==> config.mk <==
export PLATFORM = sky130hd
export DESIGN_NAME = m68k_bus_master
export DESIGN_NICKNAME = d
export VERILOG_FILES = /design/src/rtl/m68k_bus_pkg.sv /design/src/rtl/m68k_bus_master.sv
export SDC_FILE = /design/constraint.sdc
export NUM_CORES = 1
export LEC_CHECK = 0
export BUFFER_PORTS_ARGS = -buffer_cell sky130_fd_sc_hd__buf_2
export CAP_MARGIN = 20
export CORE_ASPECT_RATIO = 0.9
export CORE_MARGIN = 4
export CORE_UTILIZATION = 30
export DETAILED_ROUTE_END_ITERATION = 10
export MAX_ROUTING_LAYER = met4
export SLEW_MARGIN = 20
export SYNTH_ARGS = -nofsm -noshare
export SYNTH_HDL_FRONTEND = slang
export SYNTH_SLANG_ARGS = --single-unit
==> constraint.sdc <==
create_clock -name CLK -period 3.2 [get_ports CLK]
set_input_delay 0.48 -clock CLK [delete_from_list [all_inputs] [get_ports CLK]]
set_output_delay 0.48 -clock CLK [all_outputs]
set_load 0.01 [all_outputs]
==> src/rtl/m68k_bus_pkg.sv <==
// Shared definitions for the 68000-style bus initiator: FSM state encoding,
// strobe polarity and R/W levels as seen on the bus pins.
package m68k_bus_pkg;

   // 3-bit state encoding
   localparam logic [2:0] ST_IDLE       = 3'd0;
   localparam logic [2:0] ST_SETUP      = 3'd1;
   localparam logic [2:0] ST_STROBE     = 3'd2;
   localparam logic [2:0] ST_WAIT_DTACK = 3'd3;
   localparam logic [2:0] ST_RELEASE    = 3'd4;
   localparam logic [2:0] ST_RECOVER    = 3'd5;

   typedef enum logic [2:0] {
      StIdle      = ST_IDLE,
      StSetup     = ST_SETUP,
      StStrobe    = ST_STROBE,
      StWaitDtack = ST_WAIT_DTACK,
      StRelease   = ST_RELEASE,
      StRecover   = ST_RECOVER
   } bus_state_e;

   // Strobes are active-low on the bus
   localparam logic STROBE_ON  = 1'b0;
   localparam logic STROBE_OFF = 1'b1;

   localparam logic RW_READ  = 1'b1;
   localparam logic RW_WRITE = 1'b0;

endpackage

==> src/rtl/m68k_bus_master.sv <==
// 68000-style bus initiator. Converts a one-shot request into a full
// AS/UDS/LDS/RW/DTACK cycle; one outstanding cycle at a time.
// Optional feature: define BUS_TIMEOUT_EN to abort a cycle with an ERR pulse
// after TIMEOUT_CYCLES clocks without DTACK.
module m68k_bus_master
   import m68k_bus_pkg::*;
#(
   parameter int unsigned TIMEOUT_CYCLES = 255,
   parameter int unsigned SETUP_CYCLES   = 1
) (
   input  logic        CLK,
   input  logic        RST,
   input  logic        REQ,
   input  logic        REQ_RW,
   input  logic [22:0] REQ_ADDR,
   input  logic [15:0] REQ_WDATA,
   input  logic        REQ_UDS,
   input  logic        REQ_LDS,
   output logic        BUSY,
   output logic        ACK,
   output logic        ERR,
   output logic [15:0] RDATA,
   output logic [22:0] ADDR_OUT,
   output logic [15:0] DATA_OUT,
   output logic        DATA_OE,
   input  logic [15:0] DATA_IN,
   output logic        AS,
   output logic        UDS,
   output logic        LDS,
   output logic        RW,
   input  logic        DTACK
);

   // Parameter range guards, evaluated at elaboration
   if (SETUP_CYCLES < 1 || SETUP_CYCLES > 3) begin : g_bad_setup
      $error("SETUP_CYCLES must be 1..3");
   end
   if (TIMEOUT_CYCLES < 1 || TIMEOUT_CYCLES > 255) begin : g_bad_timeout
      $error("TIMEOUT_CYCLES must be 1..255");
   end

   localparam logic [1:0] SETUP_LAST = 2'(SETUP_CYCLES - 1);

   bus_state_e state_q;
   logic [1:0] setup_cnt_q;
   logic       uds_sel_q;
   logic       lds_sel_q;

`ifdef BUS_TIMEOUT_EN
   localparam logic [7:0] TMO_LAST = 8'(TIMEOUT_CYCLES - 1);
   logic [7:0] tmo_cnt_q;
   logic       timed_out_q;
`endif

   // Bus-cycle FSM; every output is a register updated here
   always_ff @(posedge CLK or posedge RST) begin
      if (RST) begin
         state_q     <= StIdle;
         setup_cnt_q <= 2'd0;
         uds_sel_q   <= STROBE_OFF;
         lds_sel_q   <= STROBE_OFF;
         BUSY        <= 1'b0;
         ACK         <= 1'b0;
         ERR         <= 1'b0;
         RDATA       <= 16'h0000;
         ADDR_OUT    <= 23'h000000;
         DATA_OUT    <= 16'h0000;
         DATA_OE     <= 1'b0;
         AS          <= STROBE_OFF;
         UDS         <= STROBE_OFF;
         LDS         <= STROBE_OFF;
         RW          <= RW_READ;
`ifdef BUS_TIMEOUT_EN
         tmo_cnt_q   <= 8'd0;
         timed_out_q <= 1'b0;
`endif
      end else begin
         ACK <= 1'b0;
         ERR <= 1'b0;
         case (state_q)
            StIdle: begin
               if (REQ) begin
                  if (REQ_UDS == STROBE_OFF && REQ_LDS == STROBE_OFF) begin
                     // No byte lane selected: reject without touching the bus
                     ERR <= 1'b1;
                  end else begin
                     ADDR_OUT    <= REQ_ADDR;
                     DATA_OUT    <= REQ_WDATA;
                     RW          <= REQ_RW;
                     uds_sel_q   <= REQ_UDS;
                     lds_sel_q   <= REQ_LDS;
                     setup_cnt_q <= 2'd0;
                     BUSY        <= 1'b1;
`ifdef BUS_TIMEOUT_EN
                     timed_out_q <= 1'b0;
`endif
                     state_q     <= StSetup;
                  end
               end
            end
            StSetup: begin
               if (setup_cnt_q == SETUP_LAST) begin
                  AS <= STROBE_ON;
                  if (RW == RW_READ) begin
                     UDS <= uds_sel_q;
                     LDS <= lds_sel_q;
                  end else begin
                     DATA_OE <= 1'b1;
                  end
                  state_q <= StStrobe;
               end else begin
                  setup_cnt_q <= setup_cnt_q + 2'd1;
               end
            end
            StStrobe: begin
               // Write data strobes trail AS by one clock so data is settled
               if (RW == RW_WRITE) begin
                  UDS <= uds_sel_q;
                  LDS <= lds_sel_q;
               end
`ifdef BUS_TIMEOUT_EN
               tmo_cnt_q <= 8'd0;
`endif
               state_q <= StWaitDtack;
            end
            StWaitDtack: begin
               if (DTACK == STROBE_ON) begin
                  if (RW == RW_READ) begin
                     RDATA <= DATA_IN;
                  end
                  state_q <= StRelease;
`ifdef BUS_TIMEOUT_EN
               end else if (tmo_cnt_q == TMO_LAST) begin
                  timed_out_q <= 1'b1;
                  state_q     <= StRelease;
               end else begin
                  tmo_cnt_q <= tmo_cnt_q + 8'd1;
`endif
               end
            end
            StRelease: begin
               AS      <= STROBE_OFF;
               UDS     <= STROBE_OFF;
               LDS     <= STROBE_OFF;
               DATA_OE <= 1'b0;
               RW      <= RW_READ;
`ifdef BUS_TIMEOUT_EN
               if (timed_out_q) begin
                  ERR <= 1'b1;
               end else begin
                  ACK <= 1'b1;
               end
`else
               ACK     <= 1'b1;
`endif
               state_q <= StRecover;
            end
            StRecover: begin
               // Responder must drop DTACK before the next cycle may begin
               if (DTACK == STROBE_OFF) begin
                  BUSY    <= 1'b0;
                  state_q <= StIdle;
               end
            end
            default: begin
               state_q <= StIdle;
            end
         endcase
      end
   end

endmodule

==> flow_summary.toml <==
[critical_path]
crit_required_ps = 3420
cp_top_family = "flip-flops"
end_kind = "flip-flop"
crit_arrival_ps = 2230
cp_cell_sequence = "nand3b_4 > buf_4 > mux2_2"
critPathKind = "flip-flop to flip-flop"
startpoint = "state_q[0]"
rr_startpoint = "state_q[0]"
cp_slowest_cell = "dfrtp_1"
slowest_delay_ps = 700
worstSetupStartpointType = "flip-flop"
path_max_fanout = 36
cp_num_buf_inv = 1

[detailed_routing]
viasPerCell = 4.44
drc_errors = 0
first_pass_iters = 4
drtIter0Drc = 113
wl_um = 6510
vias = 2009
ant_nets = 0
avgRoutedWirePerCell_um = 14.4

[clock_tree]
ctsHoldBuffers = 0
cts_sinks = 70
cts-resized-gates = 0
post_cts_buffers = 0
cts_root_buf = "clkbuf_8"
htreeDepth = 3
cts_tree = "yes"
cts_buffer_depth = 2
numCtsBuffers = 9
clock_latency_ps = 350
path_clk_slew_ps = 80

[grt]
grt-ovfl-total = 0
gr-usage-all-layers = 0.120
grt_pass1_wl_um = 10400
grt_pass1_vias = 2104
grt_max_degree = 38
grt_antenna_before_repair = 0

[synthesis]
synth_nets = 258
yosysSeqAreaShare = 0.591
avgSynthCellArea_um2 = 15.3
syn_inst = 195
synth.distinct_cells = 41
yosysWarnings = 0
syn_area_um2 = 2980
async_reset_ff_frac = 1.00
synth-seq-cells = 70
synth_edf_count = 0
synth_flop_cell = "dfrtp_1"

[sta]
grt_setup_unrepaired = "false"
slew_headroom = 0.496
worst_pin_slew_ps = 754
fin_crit_sh = 0.628
drv_slew = 0
fin_crit_ps = 2010
max_freq_mhz = 498
setup_tns_ps = 0
finalHoldViolations = 0
finalSetupViolations = 0
skew_ps = 11.3

[placed_design]
placed_cell_area_um2 = 3700
place_hpwl_um = 4680
io_buffers = 124
place.gp.congestion = 0.718

[final_layout]
drive_above_1_share = 0.644
area_delta_synth_final_pct = 32.1
layout_commonest_cell = "buf_2"
utilization = 0.407
diodes = 0
finish.instance_area_um2 = 3930
nNetsFinal = 384
mostFrequentLayoutCells = "buf_2 (124), dfrtp_1 (64), mux2_2 (37)"
nFillCells = 918

[die]
initial_utilization = 0.308
coreArea_um2 = 9660
num_io_pins = 125
placementRows = 34
die_area_um2 = 11600
die_x_um = 113
fp.dieH_um = 102

[status]
status = "finished clean"

[power_and_ir_drop]
power_leakage_nw = 2.01
p_per_area_nw_per_um2 = 993
power_w = 0.00390
irDropWorstVdd_v = 0.000390

[job]
max_cap_violations = 0

[hold_path]
holdCritPathClass = "input port to asynchronous set/reset pin"
==> state kept, by name (all words and copies together), names as in the netlist <==
register / cells
RDATA: 16
UDS: 1
DATA_OE: 1
uds_sel_q: 1
state_q: 3
lds_sel_q: 1
AS: 1
LDS: 1
setup_cnt_q: 2
ACK: 1
ERR: 1
ADDR_OUT: 23
RW: 1
DATA_OUT: 16
BUSY: 1
==> Yosys cell counts (2+ instances only) <==
| cell | instances | area [µm²] |
|---|---|---|
| a211oi_1 | 2 | 15.0 |
| a21oi_1 | 4 | 20.0 |
| a22o_1 | 2 | 17.5 |
| and2_1 | 2 | 12.5 |
| buf_2 | 5 | 25.0 |
| buf_6 | 5 | 56.3 |
| clkbuf_1 | 2 | 7.51 |
| dfrtp_1 | 64 | 1600 |
| dfstp_2 | 6 | 158 |
| inv_1 | 4 | 15.0 |
| mux2_2 | 37 | 417 |
| mux2_4 | 20 | 300 |
| nand2_1 | 2 | 7.51 |
| nand4b_1 | 2 | 17.5 |
| nor2_1 | 5 | 18.8 |
| nor2b_1 | 3 | 18.8 |
| nor3_1 | 2 | 10.0 |
| o21ai_0 | 5 | 25.0 |
==> logic make-up (layout without fill, tap and decap cells) <==
group / count (synthesis) / after routing / synth area share
AO/OA/AOI/OAI: 24 / 24 / 0.0610
adder cells (fa/ha/maj): 1 / 1 / 0.00420
buffers and inverters: 16 / 147 / 0.0349
flip-flops: 70 / 70 / 0.591
multiplexers: 58 / 58 / 0.244
AND/OR/NAND/NOR: 26 / 26 / 0.0647
==> layer usage <==
layer,vias to the layer above,global-route usage,share of wire
met5,-,-,0
met4,0,0.0555,0.018
met3,12,0.0423,0.087
met2,79,0.178,0.46
met1,971,0.149,0.44
li1,947,-,-
==> power breakdown <==
group / total (W) / switching, W / internal [W]
combinational: 0.00145 / 0.000630 / 0.000818
clock: 0.000843 / 0.000325 / 0.000518
sequential: 0.00161 / 0.000288 / 0.00132
==> metrics by stage <==
step / std cells / setup slack [ps] / hold slack [ps]
2_1_floorplan: 195 / 962 / 488
4_1_cts: 452 / 1170 / 285
3_3_place_gp: 436 / 1240 / 483
6_report: 452 / 1190 / 259
3_5_place_dp: 436 / 1200 / 486
5_1_grt: 452 / 1030 / 318
==> layout make-up <==
class                      instances  area [µm²]  area share
inverter                           4        15.0     0.00382
clock inverter                     4        95.1      0.0242
sequential                        70        1760       0.447
multi-input combinational        109        1110       0.283
timing repair buffer             127         656       0.167
clock buffer                      12         135      0.0344
tap                              126         158      0.0401
==> worst paths after layout <==
check	to	slack, ps	cells past startpoint
max	ADDR_OUT[8]	1190	3
min	RDATA[0]	260	2
max reg2reg	ADDR_OUT[8]	1190	3
min reg2reg	DATA_OUT[9]	500	1
max in group asynchronous	ADDR_OUT[7]	2270	3
min in group CLK	ADDR_OUT[19]	360	2
Note: power is estimated with default switching activity, not from simulation.
